`src/rtl/prefix_sequencer.sv`:
```
// rtl/prefix_sequencer.sv - 8086 prefix absorber between prefetch FIFO and microcode dispatch
module prefix_sequencer #(
    parameter int MAX_PREFIXES = 4
) (
    input  logic       clk,
    input  logic       reset_n,
    input  logic       flush,
    input  logic [7:0] fifo_rd_data,
    input  logic       fifo_empty,
    output logic       fifo_rd_en,
    output logic [7:0] opcode,
    output logic       opcode_valid,
    input  logic       opcode_ack,
    input  logic       next_instruction,
    output logic       seg_override_valid,
    output logic [1:0] seg_override_sel,
    output logic [1:0] rep_mode,
    output logic       lock,
    output logic [3:0] prefix_count,
    output logic       prefix_overflow
);

    typedef enum logic [1:0] {
        S_FETCH  = 2'd0,
        S_OPCODE = 2'd1,
        S_EXEC   = 2'd2
    } state_t;

    state_t state;

    logic is_seg;
    logic is_lock;
    logic is_rep;
    logic is_prefix;
    logic at_max;

    // Decode the FIFO head: 26/2E/36/3E share the 001x_x110 pattern, F2/F3 differ only in bit 0
    always_comb begin
        is_seg    = (fifo_rd_data[7:5] == 3'b001) && (fifo_rd_data[2:0] == 3'b110);
        is_lock   = (fifo_rd_data == 8'hF0);
        is_rep    = (fifo_rd_data[7:1] == 7'b1111_001);
        is_prefix = is_seg || is_lock || is_rep;
        at_max    = (prefix_count == 4'(MAX_PREFIXES));
    end

    // Pop only while collecting bytes; flush and reset suppress the pop in the same cycle
    assign fifo_rd_en = reset_n && (state == S_FETCH) && !fifo_empty && !flush;

    // Sequencer FSM with registered opcode and prefix state
    always_ff @(posedge clk or negedge reset_n) begin
        if (!reset_n) begin
            state              <= S_FETCH;
            opcode             <= 8'h00;
            opcode_valid       <= 1'b0;
            seg_override_valid <= 1'b0;
            seg_override_sel   <= 2'd0;
            rep_mode           <= 2'd0;
            lock               <= 1'b0;
            prefix_count       <= 4'd0;
            prefix_overflow    <= 1'b0;
        end else if (flush) begin
            state              <= S_FETCH;
            opcode_valid       <= 1'b0;
            seg_override_valid <= 1'b0;
            seg_override_sel   <= 2'd0;
            rep_mode           <= 2'd0;
            lock               <= 1'b0;
            prefix_count       <= 4'd0;
            prefix_overflow    <= 1'b0;
        end else begin
            case (state)
                S_FETCH: begin
                    if (fifo_rd_en) begin
                        if (is_prefix) begin
                            if (is_seg) begin
                                seg_override_valid <= 1'b1;
                                seg_override_sel   <= fifo_rd_data[4:3];
                            end
                            if (is_lock) begin
                                lock <= 1'b1;
                            end
                            if (is_rep) begin
                                rep_mode <= {1'b1, fifo_rd_data[0]};
                            end
                            // A prefix beyond the limit is still honoured; only the count stops
                            if (at_max) begin
                                prefix_overflow <= 1'b1;
                            end else begin
                                prefix_count <= prefix_count + 4'd1;
                            end
                        end else begin
                            opcode       <= fifo_rd_data;
                            opcode_valid <= 1'b1;
                            state        <= S_OPCODE;
                        end
                    end
                end
                S_OPCODE: begin
                    if (opcode_ack) begin
                        state <= S_EXEC;
                    end
                end
                S_EXEC: begin
                    if (next_instruction) begin
                        state              <= S_FETCH;
                        opcode_valid       <= 1'b0;
                        seg_override_valid <= 1'b0;
                        seg_override_sel   <= 2'd0;
                        rep_mode           <= 2'd0;
                        lock               <= 1'b0;
                        prefix_count       <= 4'd0;
                        prefix_overflow    <= 1'b0;
                    end
                end
                default: begin
                    state <= S_FETCH;
                end
            endcase
        end
    end

endmodule

```
`config.mk`:
```
export PLATFORM = sky130hd
export DESIGN_NAME = prefix_sequencer
export DESIGN_NICKNAME = d
export VERILOG_FILES = /design/src/rtl/prefix_sequencer.sv
export SDC_FILE = /design/constraint.sdc
export NUM_CORES = 1
export LEC_CHECK = 0
export BUFFER_PORTS_ARGS = -buffer_cell sky130_fd_sc_hd__buf_4
export CORE_MARGIN = 4
export CORE_UTILIZATION = 50
export CTS_CLUSTER_DIAMETER = 100
export DETAILED_ROUTE_END_ITERATION = 8
export PLACE_DENSITY = 0.75
export SYNTH_ARGS = -nofsm -noshare
export SYNTH_HDL_FRONTEND = slang
export SYNTH_SLANG_ARGS = --single-unit
```
`constraint.sdc`:
```
create_clock -name clk -period 2.13 [get_ports clk]
set_input_delay 0.426 -clock clk [delete_from_list [all_inputs] [get_ports clk]]
set_output_delay 0.426 -clock clk [all_outputs]
set_load 0.005 [all_outputs]
```
==> results.sh <==
export IMPL_crit_arrival_ns=1.50
export IMPL_fin_crit_ns=1.927
export IMPL_synthXorXnorAreaFrac_pct=0
export IMPL_grt_pass1_wl_mm=4.388
export IMPL_routed_via_density=5.268
export IMPL_critPathMaxFanout=6
export IMPL_synth_fp_nets=117
export IMPL_multi_input_area_um2=589.3
export IMPL_grt_use_total_pct=17.20
export IMPL_yosysWarnings=0
export IMPL_cp_end_kind="output pin"
export IMPL_drc=0
export IMPL_async_reset_ff_share_pct=100.0
export IMPL_reg2reg_depth=4
export IMPL_fin_area_um2=1511
export IMPL_yosysUniqueCellTypes=38
export IMPL_fin_util_pct=67.68
export IMPL_finalSetupViolCount=0
export IMPL_finalWeightedCongestion=0.8808
export IMPL_grt_antenna_before_repair=0
export IMPL_cts_made_buffers=3
export IMPL_synth_common_cells="22 x dfrtp_1, 9 x mux2_4, 8 x inv_1, 8 x nand2_1, 6 x a21oi_1"
export IMPL_wl_per_cell_um=15.29
export IMPL_r2r_start="state[1]$_DFFE_PN0P_"
export IMPL_ys_ff_latch=22
export IMPL_status="finished clean"
export IMPL_synthMuxAreaShare_pct=15.78
export IMPL_r2r_slack_ns=0.44
export IMPL_p_per_area_nw_per_um2=697.2
export IMPL_rsz0062_at_grt="no"
export IMPL_netlist_instances=101
export IMPL_dp_slack_ns=0.3372
export IMPL_ys_flop_type="dfrtp_1"
export IMPL_grt_max_degree=23
export IMPL_period_share_pct=90.46
export IMPL_worst_slack_ns=0.2032
export IMPL_fin_cells=168
export IMPL_num_rows=17
export IMPL_nNetsFinal=157
export IMPL_ant_nets=0
export IMPL_cts_repair_resized=0
export IMPL_fin_skew_ns=0.003069
export IMPL_crit_type="flip-flop to output pin"
export IMPL_yosysMostFrequentCell="dfrtp_1"
export IMPL_clk_latency_ns=0.30
export IMPL_syn_area_um2=1181
export IMPL_io_pins=35
export IMPL_drt_wl_total_mm=2.568
export IMPL_ir_drop_v=0.0003892
export IMPL_cp_start_kind="flip-flop"
export IMPL_dr_total_vias=885
export IMPL_yosys_area_share_simple_pct=21.40
export IMPL_initial_core_util_pct=52.89
export IMPL_layout_drive_gt1_share_pct=44.29
export IMPL_area_delta_synth_final_pct=27.97
export IMPL_diodes=0
export IMPL_slew_violations=0
export IMPL_placed_cells=164
export IMPL_cap_viol_max_count=0
export IMPL_hold_buffers=0
export IMPL_hold_violations=0
export IMPL_hold_path_class="primary input to asynchronous set/reset pin"
export IMPL_grt_overflow=0
export IMPL_coreArea_um2=2233
export IMPL_cts_sinks=22
export IMPL_synth_edf_count=0
export IMPL_worstMarginPinSlew_ns=0.4632
export IMPL_htreeDepth=1
export IMPL_endpoint="fifo_rd_en"
export IMPL_post_cts_buffers=0
export IMPL_syn_avg_cell_area_um2=11.69
export IMPL_leakage_nw=0.7540
export IMPL_startpoint="state[1]$_DFFE_PN0P_"
export IMPL_fin_setup_tns_ns=0
export IMPL_dp_hpwl_mm=2.055
export IMPL_max_slew_margin_pct=69.06
export IMPL_timing_rr_end="seg_override_valid$_DFFE_PN0P_"
export IMPL_dpl_cell_area_um2=1475
export IMPL_cts_tree="yes"
export IMPL_synth_compound_area_share_pct=10.59
export IMPL_clockBufferDepth=2
export IMPL_die_h_um=56.61
export IMPL_fillers=168
export IMPL_clkTransAtPathRegs_ns=0.12
export IMPL_yosys_area_top_type="dfrtp_1"
export IMPL_drt_initial_drc_count=25
export IMPL_portBuffers=34
export IMPL_drtPass1Iterations=4
export IMPL_die_width_um=56.61
export IMPL_synth_adder_area_share_pct=2.119
export IMPL_synthTopCellsByArea="dfrtp_1 47%, mux2_4 11%, mux2i_1 3.4%"
export IMPL_cts_root_buf="clkbuf_4"
export IMPL_worstPathRequired_ns=1.70
export IMPL_grt_pass1_vias=939
export IMPL_synth_top_cell_area_share_pct=46.61
export IMPL_synth_seq_area_share_pct=46.61
export IMPL_synth_top_family_by_area="simple AND/OR/NAND/NOR gates"
export IMPL_die_area_um2=3204
export IMPL_regArea_um2=550.5
export IMPL_max_freq_mhz=519.0
per-layer routing:
metal	track usage, %	vias up	share of wire [%]
li1	-	443	-
met1	23.51	418	46
met2	27.72	20	49
met3	3.218	4	3.9
met4	4.746	0	1.2
met5	0	-	0
worst min path at each step:
| stage | startpoint | endpoint | slack (ns) |
|---|---|---|---|
| 2_1_floorplan | reset_n | lock$_DFFE_PN0P_ | 0.13 |
| 3_3_place_gp | reset_n | opcode[0]$_DFFE_PN0P_ | 0.44 |
| 3_5_place_dp | reset_n | opcode[5]$_DFFE_PN0P_ | 0.44 |
| 4_1_cts | reset_n | opcode[0]$_DFFE_PN0P_ | 0.10 |
| 5_1_grt | reset_n | opcode[7]$_DFFE_PN0P_ | 0.09 |
| 6_report | reset_n | lock$_DFFE_PN0P_ | 0.09 |
worst max-delay path, cell delays in order, from the launching register on:
cell	delay (ns)
dfrtp_1	0.46
or3_4	0.44
nor2_8	0.16
buf_4	0.14
flip-flops by register name (all words and copies together) (netlist names):
name and flops:
seg_override_valid 1, rep_mode 2, prefix_overflow 1, lock 1, opcode 8, seg_override_sel 2
prefix_count 4, opcode_valid 1, state 2
kinds of logic (layout without fill, tap and decap cells):
kind of cell / count (synthesis) / count (layout)
buf+inv: 9 / 48
simple gates: 36 / 36
compound gates: 18 / 18
mux: 14 / 14
flops: 22 / 22
fa+ha+maj: 2 / 2
area by class of cell:
type / count / area share, %
multi-input combinational: 70 / 38.99
clock buffer: 4 / 2.401
tap: 28 / 2.318
timing repair buffer: 36 / 17.88
sequential: 22 / 36.42
inverter: 8 / 1.987
cell usage in the layout, fill, tap and decap left out, types with 2 or more instances in the layout:
cell      count
inv_1         8
o21ai_1       3
dfrtp_1      22
nor2_1        4
nand2_1       8
nor3_1        3
clkbuf_4      3
ha_1          2
mux2_4        9
buf_4        36
nand3_1       3
a21oi_1       6
mux2i_1       4
nor2_2        2
nand2b_1      2
where the power goes:
part	internal, mW	leakage [nW]	total [mW]	switching (mW)
registers	0.482	0.279	0.526	0.0441
clock network	0.104	0.0210	0.230	0.126
logic	0.184	0.454	0.297	0.113
total	0.770	0.754	1.05	0.283
metrics by stage:
stage	hold WS, ns	power [mW]
final	0.09052	1.054
after global routing	0.08610	1.124
after CTS	0.1021	1.067
after detailed placement	0.4430	0.8364
after global placement	0.4370	0.8290
after floorplan	0.1304	0.6722
(Power assumes the default switching activity.)
